$ cat src/rtl/line_sensor_processor.sv
// Line-sensor front end: re-times three ADC readings into clk_50M, averages them over
// four samples, thresholds with hysteresis and tracks follow/node/lost for motion control.
module line_sensor_processor #(
  parameter logic [11:0] THRESH_HI    = 12'd700,
  parameter logic [11:0] THRESH_LO    = 12'd500,
  parameter int unsigned NODE_CONFIRM = 3,
  parameter int unsigned LOST_CONFIRM = 8
) (
  input  logic        clk_50M,
  input  logic        rst_n,
  input  logic        sample_tick,
  input  logic        enable,
  input  logic [11:0] left_value,
  input  logic [11:0] center_value,
  input  logic [11:0] right_value,
  output logic [11:0] filt_left,
  output logic [11:0] filt_center,
  output logic [11:0] filt_right,
  output logic [2:0]  line_bits,
  output logic        bits_valid,
  output logic [1:0]  fsm_state,
  output logic        node_pulse,
  output logic [7:0]  node_count,
  output logic        lost
);

  typedef enum logic [1:0] {
    IDLE   = 2'd0,
    FOLLOW = 2'd1,
    NODE   = 2'd2,
    LOST   = 2'd3
  } state_t;

  localparam logic [3:0] NODE_N = 4'(NODE_CONFIRM);
  localparam logic [3:0] LOST_N = 4'(LOST_CONFIRM);

  // Channel index 0 = left, 1 = center, 2 = right throughout.
  logic [11:0] raw [3];
  assign raw[0] = left_value;
  assign raw[1] = center_value;
  assign raw[2] = right_value;

  logic [11:0] sync1_q [3];
  logic [11:0] sync2_q [3];
  logic [11:0] sync3_q [3];

  logic        pending_q, pending_d;
  logic        stable, accept;
  logic [11:0] hist_q [3][4];
  logic [11:0] hist_d [3][4];
  logic [13:0] sum_q [3];
  logic [13:0] sum_d [3];
  logic [2:0]  warm_q, warm_d;
  logic        upd_q, upd_d;
  logic        on_q [3];
  logic        on_d [3];
  logic        valid_q, valid_d;
  state_t      state_q, state_d;
  logic [3:0]  node_cnt_q, node_cnt_d;
  logic [3:0]  lost_cnt_q, lost_cnt_d;
  logic [7:0]  count_q, count_d;
  logic        pulse_q, pulse_d;
  logic        lost_q, lost_d;
  logic [2:0]  bits;

  assign bits = {on_q[0], on_q[1], on_q[2]};

  // NOTE: sequential state uses <= so every flop samples pre-edge values regardless of
  // statement order; blocking assignments here would chain the synchroniser stages.
  always_ff @(posedge clk_50M or negedge rst_n) begin
    if (!rst_n) begin
      for (int i = 0; i < 3; i++) begin
        sync1_q[i[1:0]] <= '0;
        sync2_q[i[1:0]] <= '0;
        sync3_q[i[1:0]] <= '0;
      end
    end else begin
      for (int i = 0; i < 3; i++) begin
        sync1_q[i[1:0]] <= raw[i[1:0]];
        sync2_q[i[1:0]] <= sync1_q[i[1:0]];
        sync3_q[i[1:0]] <= sync2_q[i[1:0]];
      end
    end
  end

  always_comb begin
    // NOTE: every _d starts from its _q (or a strobe default) so no path leaves a
    // variable unassigned, which would otherwise infer a latch.
    pending_d  = pending_q;
    hist_d     = hist_q;
    sum_d      = sum_q;
    warm_d     = warm_q;
    on_d       = on_q;
    valid_d    = 1'b0;
    state_d    = state_q;
    node_cnt_d = node_cnt_q;
    lost_cnt_d = lost_cnt_q;
    count_d    = count_q;
    lost_d     = lost_q;
    pulse_d    = 1'b0;

    // A value still changing between sync stages was caught mid-update; wait it out.
    stable = (sync2_q[0] == sync3_q[0]) && (sync2_q[1] == sync3_q[1]) &&
             (sync2_q[2] == sync3_q[2]);
    accept    = pending_q && stable;
    pending_d = sample_tick || (pending_q && !accept);
    upd_d     = accept;

    if (accept) begin
      for (int i = 0; i < 3; i++) begin
        sum_d[i[1:0]]     = sum_q[i[1:0]] + 14'(sync2_q[i[1:0]]) - 14'(hist_q[i[1:0]][3]);
        hist_d[i[1:0]][3] = hist_q[i[1:0]][2];
        hist_d[i[1:0]][2] = hist_q[i[1:0]][1];
        hist_d[i[1:0]][1] = hist_q[i[1:0]][0];
        hist_d[i[1:0]][0] = sync2_q[i[1:0]];
      end
      warm_d = (warm_q == 3'd4) ? 3'd4 : warm_q + 3'd1;
    end

    if (upd_q) begin
      for (int i = 0; i < 3; i++) begin
        if (sum_q[i[1:0]][13:2] > THRESH_HI)      on_d[i[1:0]] = 1'b1;
        else if (sum_q[i[1:0]][13:2] < THRESH_LO) on_d[i[1:0]] = 1'b0;
      end
      valid_d = (warm_q == 3'd4);
    end

    if (!enable) begin
      state_d    = IDLE;
      node_cnt_d = '0;
      lost_cnt_d = '0;
      lost_d     = 1'b0;
    end else if (valid_q) begin
      case (state_q)
        IDLE: begin
          state_d    = FOLLOW;
          node_cnt_d = '0;
          lost_cnt_d = '0;
        end
        FOLLOW: begin
          node_cnt_d = '0;
          lost_cnt_d = '0;
          if (bits == 3'b111) begin
            if (node_cnt_q + 4'd1 == NODE_N) begin
              state_d = NODE;
              pulse_d = 1'b1;
              count_d = count_q + 8'd1;
            end else begin
              node_cnt_d = node_cnt_q + 4'd1;
            end
          end else if (bits == 3'b000) begin
            if (lost_cnt_q + 4'd1 == LOST_N) begin
              state_d = LOST;
              lost_d  = 1'b1;
            end else begin
              lost_cnt_d = lost_cnt_q + 4'd1;
            end
          end
        end
        NODE: begin
          if (bits != 3'b111) begin
            state_d    = FOLLOW;
            node_cnt_d = '0;
            lost_cnt_d = (bits == 3'b000) ? 4'd1 : 4'd0;
          end
        end
        LOST: begin
          if (bits != 3'b000) begin
            state_d    = FOLLOW;
            lost_d     = 1'b0;
            node_cnt_d = '0;
            lost_cnt_d = '0;
          end
        end
        default: state_d = IDLE;
      endcase
    end
  end

  always_ff @(posedge clk_50M or negedge rst_n) begin
    if (!rst_n) begin
      pending_q <= 1'b0;
      // NOTE: the history is reset along with everything else so a reset restarts the
      // average from zero and the warm-up period is meaningful.
      for (int i = 0; i < 3; i++) begin
        for (int k = 0; k < 4; k++) hist_q[i[1:0]][k[1:0]] <= '0;
        sum_q[i[1:0]] <= '0;
        on_q[i[1:0]]  <= 1'b0;
      end
      warm_q     <= '0;
      upd_q      <= 1'b0;
      valid_q    <= 1'b0;
      state_q    <= IDLE;
      node_cnt_q <= '0;
      lost_cnt_q <= '0;
      count_q    <= '0;
      pulse_q    <= 1'b0;
      lost_q     <= 1'b0;
    end else begin
      pending_q  <= pending_d;
      hist_q     <= hist_d;
      sum_q      <= sum_d;
      on_q       <= on_d;
      warm_q     <= warm_d;
      upd_q      <= upd_d;
      valid_q    <= valid_d;
      state_q    <= state_d;
      node_cnt_q <= node_cnt_d;
      lost_cnt_q <= lost_cnt_d;
      count_q    <= count_d;
      pulse_q    <= pulse_d;
      lost_q     <= lost_d;
    end
  end

  assign filt_left   = sum_q[0][13:2];
  assign filt_center = sum_q[1][13:2];
  assign filt_right  = sum_q[2][13:2];
  assign line_bits   = bits;
  assign bits_valid  = valid_q;
  assign fsm_state   = state_q;
  assign node_pulse  = pulse_q;
  assign node_count  = count_q;
  assign lost        = lost_q;

endmodule

$ cat config.mk
export PLATFORM = sky130hd
export DESIGN_NAME = line_sensor_processor
export DESIGN_NICKNAME = d
export VERILOG_FILES = /design/src/rtl/line_sensor_processor.sv
export SDC_FILE = /design/constraint.sdc
export NUM_CORES = 1
export LEC_CHECK = 0
export ABC_AREA = 1
export ABC_CLOCK_PERIOD_IN_PS = 2900
export BUFFER_PORTS_ARGS = -buffer_cell sky130_fd_sc_hd__buf_2
export CAP_MARGIN = 20
export CORE_MARGIN = 2
export CORE_UTILIZATION = 62
export CTS_BUF_LIST = sky130_fd_sc_hd__clkbuf_16
export DETAILED_ROUTE_END_ITERATION = 7
export PLACE_DENSITY = 0.81
export SYNTH_ARGS = -nofsm -noshare
export SYNTH_HDL_FRONTEND = slang
export SYNTH_SLANG_ARGS = --single-unit
export TNS_END_PERCENT = 20
$ cat constraint.sdc
create_clock -name clk_50M -period 2.9 [get_ports clk_50M]
set_input_delay 0.435 -clock clk_50M [delete_from_list [all_inputs] [get_ports clk_50M]]
set_output_delay 0.435 -clock clk_50M [all_outputs]
set_load 0.03 [all_outputs]
# After elaboration in Yosys (flattened, before gate mapping)
# Index checks and enable logic that the tools add are counted.
# W data, S select, Z words.
dict set report totals {
  regBits 323
  latchBits 0
  ram_bits 0
  rom_bits 0
  input_bits 40
  out_inout_bits 52
  word_cells 137
  mem_count 0
}
dict set report op_classes {
  add_sub_neg 10
  multipliers 0
  div_mod_pow 0
  magnitude_cmp 6
  eq_ne 21
  shift 0
  muxes 44
  bitwise 0
  reduce_logical 19
}
# op count
set op_table {}
lappend op_table {{$mux W4} 12}
lappend op_table {{$add A14 B12 Y14} 3}
lappend op_table {{$sub A14 B12 Y14} 3}
lappend op_table {{$eq A12 B12 Y1} 3}
lappend op_table {{$gt A12 B10 Y1 const B} 3}
lappend op_table {{$lt A12 B9 Y1 const B} 3}
lappend op_table {{$pmux W4 S4} 2}
lappend op_table {{$mux W1} 19}
lappend op_table {{$ne A3 B3 Y1 const B} 6}
lappend op_table {{$mux W2} 8}
lappend op_table {{$ne A4 B4 Y1 const B} 3}
lappend op_table {{$reduce_and A6 Y1} 2}
lappend op_table {{$add A4 B1 Y4 const B} 2}
lappend op_table {{$add A8 B1 Y8 const B} 1}
lappend op_table {{$pmux W2 S4} 1}
lappend op_table {{$eq A3 B3 Y1 const B} 2}
lappend op_table {{$reduce_and A2 Y1} 3}
lappend op_table {{$reduce_bool A2 Y1} 3}
lappend op_table {{$reduce_and A5 Y1} 1}
lappend op_table {{$eq A2 B2 Y1 const B} 2}
lappend op_table {{$eq A4 B2 Y1 const B} 1}
lappend op_table {{$eq A4 B4 Y1 const B} 1}
lappend op_table {{$logic_and A1 B1 Y1} 4}
lappend op_table {{$add A3 B1 Y3 const B} 1}
lappend op_table {{other kinds (11)} 11}

# Depth between registers and ports, before layout
# Gate-level depths: netlist of the first run.
dict set report logic_depth {
  ltp_word 8
  ltp_mapped 15
  ltp_nobuf 15
}

# Worst setup path before layout of the first run
# No wires, ideal clock.
dict set report synth_timing {
  kind {register to register}
  start {register sum_q (netlist bit filt_right[0])}
  end {register sum_q (netlist bit filt_right[9])}
  setup_ps 118
  arrival_ps 2162
  required_ps 2782
  setup_slack_ps 620
  stages_incl_launch_ff 13
  path_buffers 0
  cell_sequence {dfrtp_1 -> inv_1 -> fa_1 -> inv_1 -> ha_1 -> or2_2 -> and2_1 -> nand3_1 -> nand3_1 -> nand2_1 -> nand2_1 -> nand3_1 -> nand2_1}
}
dict set report synth_between {
  elab_chain_len 2
}
# element line
set synth_lines {}
lappend synth_lines {{from (decl)} 51} ;# logic [13:0] sum_q [3];
lappend synth_lines {{from (signal assigned)} 202} ;# sum_q <= sum_d;
lappend synth_lines {{$add A14 B12 Y14} 111} ;# sum_d[i[1:0]] = sum_q[i[1:0]] + 14'(sync2_q[i[1:0]]) - 14'(hist_q[i[1:0]][3]);
lappend synth_lines {{$sub A14 B12 Y14} 111}
# Every way passes these cells.
# A chain may end at the register's enable or synchronous reset.

# Worst setup path after layout of the first run
dict set report layout_timing {
  start {register sum_q (netlist bit filt_center[0])}
  end {register sum_q (netlist bit filt_center[9])}
}
# The elaborated chain is that of the path after synthesis.

==> results of run 1 <==
-- routing by layer --
metal  track usage (%)  share of wire, %  wire [um]  vias up
met5                 0                 0          0        -
met4              7.72               2.5        997        0
li1                  -                 -          -     6450
met2              42.6                44      17300      509
met1              44.7                47      18400     6380
met3              3.41               6.8       2670       78
-- final timing paths --
| kind | start | slack (ns) | cells past startpoint | to |
|---|---|---|---|---|
| min | center_value[6] | 0.02 | 1 | sync1_q[18] |
| min in group asynchronous | rst_n | 0.48 | 2 | lost |
| min reg2reg | sync1_q[11] | 0.34 | 0 | sync2_q[11] |
| max | filt_center[0] | 0.36 | 12 | filt_center[9] |
| max in group asynchronous | rst_n | 1.61 | 3 | sync2_q[1] |
| max reg2reg | filt_center[0] | 0.36 | 12 | filt_center[9] |
-- Yosys cell counts, drive strengths merged, types with 7 or more instances --
library cell and n:
fa 36, ha 54, nand4 199, nor2 94
nand3 83, and2 7, o21ai 27, xor2 17
a21oi 25, dfrtp 323, inv 288, xnor2 17
buf 90, nand2 723, clkbuf 28
-- worst reg2reg max path: stages (launching register included) --
cell and delay, ns:
dfrtp_1 0.44, inv_1 0.09, fa_1 0.54, inv_1 0.04, ha_1 0.37, or2_2 0.31, and2_1 0.20, nand3_1 0.11
nand3_1 0.08, nand2_1 0.07, nand2_1 0.05, nand3_1 0.08, nand2_1 0.06
-- area by class of cell --
class | instances | area (um2) | area share (%)
clock buffer | 36 | 901 | 4.90
clock inverter | 26 | 238 | 1.29
inverter | 289 | 1080 | 5.91
multi-input combinational | 1301 | 6890 | 37.5
sequential | 323 | 8090 | 44.0
tap | 341 | 427 | 2.32
timing repair buffer | 111 | 743 | 4.05
-- logic make-up after synthesis --
logic type | share of synthesized area [%]
AND/OR/NAND/NOR | 29.0
buffers and inverters | 10.7
flip-flops | 48.3
adder cells (fa/ha/maj) | 8.34
AO/OA/AOI/OAI | 1.92
XOR/XNOR | 1.78
-- sequential cells by signal, summed over array words and instances, names as in the netlist, 6 cells and up --
register and flops:
sync2_q 36, sum_q 6, filt_center 12, sync1_q 36, filt_left 12, hist_q 144
sync3_q 36, node_count 8, filt_right 12
-- repair_timing --
item                       CTS  global route
setup buffers                0             0
hold buffers                 1             0
gates resized for setup      0             0
hold endpoints to repair    67             0
setup endpoints to repair    0             0
-- metrics by stage --
stage	instances	utilization, %	cell area (um2)	hold slack [ns]
6_report	2427	68.7	18400	0.0237
5_1_grt	2427	68.7	18400	0.00868
4_1_cts	2427	68.7	18400	0.00965
3_5_place_dp	2364	64.4	17200	0.335
3_3_place_gp	2364	64.4	17200	0.331
2_1_floorplan	2031	-	16700	0.139
-- power by group --
part	switching, mW	internal (mW)
clock network	1.79	2.62
registers	0.0741	4.59
logic	0.569	0.286
==> results.sh, run 1 <==
export IMPL_status="finished clean"
export IMPL_nFillCells=2099
export IMPL_grt_use_total_pct=28.6
export IMPL_synth_fp_nets=2161
export IMPL_finalPower_mw=9.93
export IMPL_synthArstFlopShare_pct=100
export IMPL_grt_max_degree=139
export IMPL_fin_ws_ns=0.357
export IMPL_dp_hpwl_um=26700
export IMPL_clock_latency_ns=0.52
export IMPL_drive_above_1_share_pct=8.72
export IMPL_layout_common_cells="nand2_1 (723), dfrtp_1 (322), inv_1 (280)"
export IMPL_coreArea_mm2=0.0267
export IMPL_area_growth_pct=9.73
export IMPL_vdd_drop_max_uv=480
export IMPL_pre_cts_slack_ns=0.385
export IMPL_p_leak_nw=10.3
export IMPL_drv_slew=0
export IMPL_final_hold_violation_count=0
export IMPL_finalCritPeriodShare_pct=87.7
export IMPL_synth_top_cell_area_share_pct=48.3
export IMPL_finalWirelength_um=39400
export IMPL_synth_area_leader_cell="dfrtp_1"
export IMPL_antenna_found_initial=0
export IMPL_cap_violations=0
export IMPL_slowest_stage="fa_1"
export IMPL_seq_area_frac_synth_pct=48.3
export IMPL_critPathLaunchType="register"
export IMPL_arrival_ns=2.94
export IMPL_path_buf_inv=2
export IMPL_relSlewSlack_pct=48.4
export IMPL_grt_pass1_wl_um=65200
export IMPL_timing_fmax_mhz=393
export IMPL_drt_iter0_drc=1266
export IMPL_rows=60
export IMPL_fp_dieH_um=168
export IMPL_cts_root_buffer="clkbuf_16"
export IMPL_cts_tree="yes"
export IMPL_cts_clk_slew_worst_paths_ns=0.06
export IMPL_hold_path_class="in2reg"
export IMPL_drtAntennaViolNets=0
export IMPL_numPortBuffers=91
export IMPL_final_nets=2192
export IMPL_start_util_pct=62.6
export IMPL_slowest_delay_ns=0.54
export IMPL_cts_sinks=323
export IMPL_worst_setup_path_end_kind="register"
export IMPL_ctsLongestPathBuffers=3
export IMPL_finalSetupViolCount=0
export IMPL_skew_ns=0.0147
export IMPL_dieArea_mm2=0.0283
export IMPL_final_common_cell="nand2_1"
export IMPL_path_delay_family="simple AND/OR/NAND/NOR gates"
export IMPL_synthesis_instances=2031
export IMPL_grt_overflow=0
export IMPL_syn_area_per_cell_um2=8.24
export IMPL_die_w_um=168
export IMPL_htreeDepth=2
export IMPL_dr_pass1_iters=7
export IMPL_synth_cell_types=29
export IMPL_fin_crit_ns=2.54
export IMPL_vias=13400
export IMPL_via_per_inst=5.53
export IMPL_ys_ff_latch=323
export IMPL_tns_ns=0
export IMPL_synth_top_flop_cell="dfrtp_1"
export IMPL_crit_chain="inv_1, fa_1, inv_1, ha_1, or2_2, and2_1, nand3_1, nand3_1, nand2_1, nand2_1, nand3_1, nand2_1"
export IMPL_gp_congestion=0.877
export IMPL_path_max_fanout=6
export IMPL_post_route_drc_count=0
export IMPL_synth_edff_count=0
export IMPL_io_pin_count=92
export IMPL_cts_buffers=36
export IMPL_synthTopCellsByArea="dfrtp_1 (48%), nand2_1 (16%), nand4_1 (7.4%)"
export IMPL_rsz0062_at_grt="no"
export IMPL_antenna_cells=0
export IMPL_worstMarginPinSlew_ns=0.768
export IMPL_synth_area_mm2=0.0167
export IMPL_wl_per_cell_um=16.2
export IMPL_grt_pass1_vias=12600
export IMPL_required_ns=3.30
export IMPL_yosysWarnings=0
export IMPL_critical_path_class="reg2reg"
export IMPL_power_density_mw_per_mm2=541
No activity file was read; power rests on OpenSTA's default activity.
==> inputs of run 2 (changes only) <==
--- a/config.mk
+++ b/config.mk
@@ -5,15 +5,15 @@
 export SDC_FILE = /design/constraint.sdc
 export NUM_CORES = 1
 export LEC_CHECK = 0
-export ABC_AREA = 1
+export ABC_AREA = 0
 export ABC_CLOCK_PERIOD_IN_PS = 2900
 export BUFFER_PORTS_ARGS = -buffer_cell sky130_fd_sc_hd__buf_2
 export CAP_MARGIN = 20
 export CORE_MARGIN = 2
-export CORE_UTILIZATION = 62
+export CORE_UTILIZATION = 61
 export CTS_BUF_LIST = sky130_fd_sc_hd__clkbuf_16
 export DETAILED_ROUTE_END_ITERATION = 7
-export PLACE_DENSITY = 0.81
+export PLACE_DENSITY = 0.8
 export SYNTH_ARGS = -nofsm -noshare
 export SYNTH_HDL_FRONTEND = slang
 export SYNTH_SLANG_ARGS = --single-unit
==> results.sh, run 2 <==
export IMPL_critPathLaunchType="register"
export IMPL_coreArea_mm2=0.0240
export IMPL_synthXorXnorAreaFrac_pct=4.08
export IMPL_wl_per_cell_um=17.1
export IMPL_finish_utilization_pct=69.6
export IMPL_synth_area_leader_cell="dfrtp_1"
export IMPL_dr_pass1_iters=5
export IMPL_synthesis_instances=1261
export IMPL_fp_dieH_um=160
export IMPL_syn_area_per_cell_um2=11.7
export IMPL_synth_edff_count=0
export IMPL_p_leak_nw=8.47
export IMPL_cts_root_buffer="clkbuf_16"
export IMPL_synth_simple_area_share_pct=6.68
export IMPL_nFillCells=1721
export IMPL_fin_area_mm2=0.0167
export IMPL_required_ns=3.28
export IMPL_largest_reg_flops=144
export IMPL_drtAntennaViolNets=0
export IMPL_timing_hold_ws_ns=0.0303
export IMPL_ctsLongestPathBuffers=3
export IMPL_cap_violations=0
export IMPL_cts_tree="yes"
export IMPL_multi_input_area_mm2=0.00569
export IMPL_dp_hpwl_um=19800
export IMPL_drive_above_1_share_pct=21.7
export IMPL_power_density_mw_per_mm2=588
export IMPL_finalCritPeriodShare_pct=96.8
export IMPL_synthAdderAreaFrac_pct=9.43
export IMPL_vias=9258
export IMPL_grt_overflow=0
export IMPL_arrival_ns=3.19
export IMPL_io_pin_count=92
export IMPL_worstMarginPinSlew_ns=0.737
export IMPL_timing_fmax_mhz=356
export IMPL_yosysWarnings=0
export IMPL_dp_cells=1635
export IMPL_synth_compound_area_share_pct=8.52
export IMPL_seq_area_frac_synth_pct=54.6
export IMPL_synthTopCellsByArea="dfrtp_1 (55%), mux2_2 (8.3%), fa_1 (4.9%)"
export IMPL_finalSetupViolCount=0
export IMPL_rsz0062_at_grt="yes"
export IMPL_skew_ns=0.0104
export IMPL_antenna_found_initial=0
export IMPL_area_growth_pct=13.1
export IMPL_relSlewSlack_pct=50.9
export IMPL_via_per_inst=5.45
export IMPL_start_util_pct=61.6
export IMPL_synth_fp_nets=1391
export IMPL_synth_top_family_by_area="adder cells"
export IMPL_status="finished clean"
export IMPL_yosys_top_cells_count="dfrtp_1 (323), inv_1 (167), mux2_2 (109)"
export IMPL_finalWirelength_um=29100
export IMPL_synth_top_cell_area_share_pct=54.6
export IMPL_worst_setup_path_end_kind="register"
export IMPL_grt_pass1_vias=9741
export IMPL_hold_path_class="in2reg"
export IMPL_gp_congestion=0.892
export IMPL_rows=57
export IMPL_htreeDepth=2
export IMPL_final_hold_violation_count=0
export IMPL_fin_crit_ns=2.81
export IMPL_tns_ns=0
export IMPL_cts_buffers=34
export IMPL_grt_max_degree=91
export IMPL_clock_latency_ns=0.51
export IMPL_dieArea_mm2=0.0255
export IMPL_synth_most_common_cell="dfrtp_1"
export IMPL_drt_iter0_drc=648
export IMPL_finalPower_mw=9.84
export IMPL_numPortBuffers=91
export IMPL_grt_pass1_wl_um=48300
export IMPL_die_w_um=160
export IMPL_fin_ws_ns=0.0936
export IMPL_synth_top_flop_cell="dfrtp_1"
export IMPL_vdd_drop_max_uv=465
export IMPL_regArea_mm2=0.00808
export IMPL_final_nets=1480
export IMPL_pre_cts_slack_ns=0.0416
export IMPL_placed_area_mm2=0.0155
export IMPL_post_route_drc_count=0
export IMPL_layout_common_cells="dfrtp_1 (323), inv_1 (173), mux2_2 (109)"
export IMPL_final_common_cell="dfrtp_1"
export IMPL_synthMuxAreaShare_pct=9.32
export IMPL_top_register="hist_q"
export IMPL_antenna_cells=0
export IMPL_finalNonFillerCells=1700
export IMPL_synth_cell_types=61
export IMPL_cts_clk_slew_worst_paths_ns=0.06
export IMPL_grt_use_total_pct=23.5
export IMPL_synth_area_mm2=0.0148
export IMPL_drv_slew=0
export IMPL_path_max_fanout=4
export IMPL_synthArstFlopShare_pct=100
export IMPL_critical_path_class="reg2reg"
export IMPL_ys_ff_latch=323
export IMPL_cts_sinks=323
run 2: changes by cell type after synthesis, moves of 15 or more:
cell     delta
nand4_1   -179
nand3_1    -71
nand2_1   -620
mux2_2    +109
inv_1     -106
inv_2      -15
nor2_1     -63
xnor2_1    +36
buf_2      -36
o21ai_0    +69
run 2: final timing paths:
path	from	endpoint	slack, ns	cells past startpoint
min in group asynchronous	rst_n	fsm_state[1]	0.55	2
setup / recovery	sync2_q[14]	filt_center[10]	0.09	10
hold reg to reg	sync1_q[17]	sync2_q[17]	0.35	0
max in group asynchronous	rst_n	sync3_q[2]	1.56	3
setup reg to reg	sync2_q[14]	filt_center[10]	0.09	10
hold / removal	left_value[2]	sync1_q[26]	0.03	1
run 2: repair_timing:
action,in CTS,in global routing
gates resized for setup,1,14
endpoints found under the hold margin,51,0
hold buffers,1,0
buffers inserted,0,2
pin swaps,0,5
setup endpoints to repair,1,10
run 2: area by class of cell:
class                   instances  share of cell area [%]
well taps                     324                    2.42
inverters                     167                    3.75
clock inverters                25                    1.31
repair buffers                125                    4.70
multi-input cells             699                    34.0
clock buffers                  37                    5.53
flip-flops and latches        323                    48.3
run 2: where the power goes:
group / switching [mW] / internal, mW
Sequential: 0.0648 / 4.59
Clock: 1.75 / 2.66
Combinational: 0.477 / 0.303
Total: 2.29 / 7.55
run 2: cell families (layout without fill, tap and decap cells):
family	after synthesis	count (layout)
compound gates	206	206
xor+xnor	69	69
fa+ha+maj	90	90
buf+inv	239	354
flops	323	323
mux	123	123
simple gates	211	211
run 2: worst max-delay path: stages, from the launching register on:
cell and delay, ns:
dfrtp_1 0.37, inv_1 0.08, fa_1 0.50, inv_1 0.05, ha_1 0.30, nor2b_1 0.15, o31a_1 0.29, o2111ai_2 0.19
o211ai_1 0.16, and4b_1 0.24, o41a_1 0.36
run 2: layer usage:
metal	track usage [%]	vias up	share of wire, %
met5	0	-	0
met2	40.1	220	50
met4	7.29	0	2.3
met1	31.3	4619	43
met3	3.90	58	5.1
li1	-	4361	-
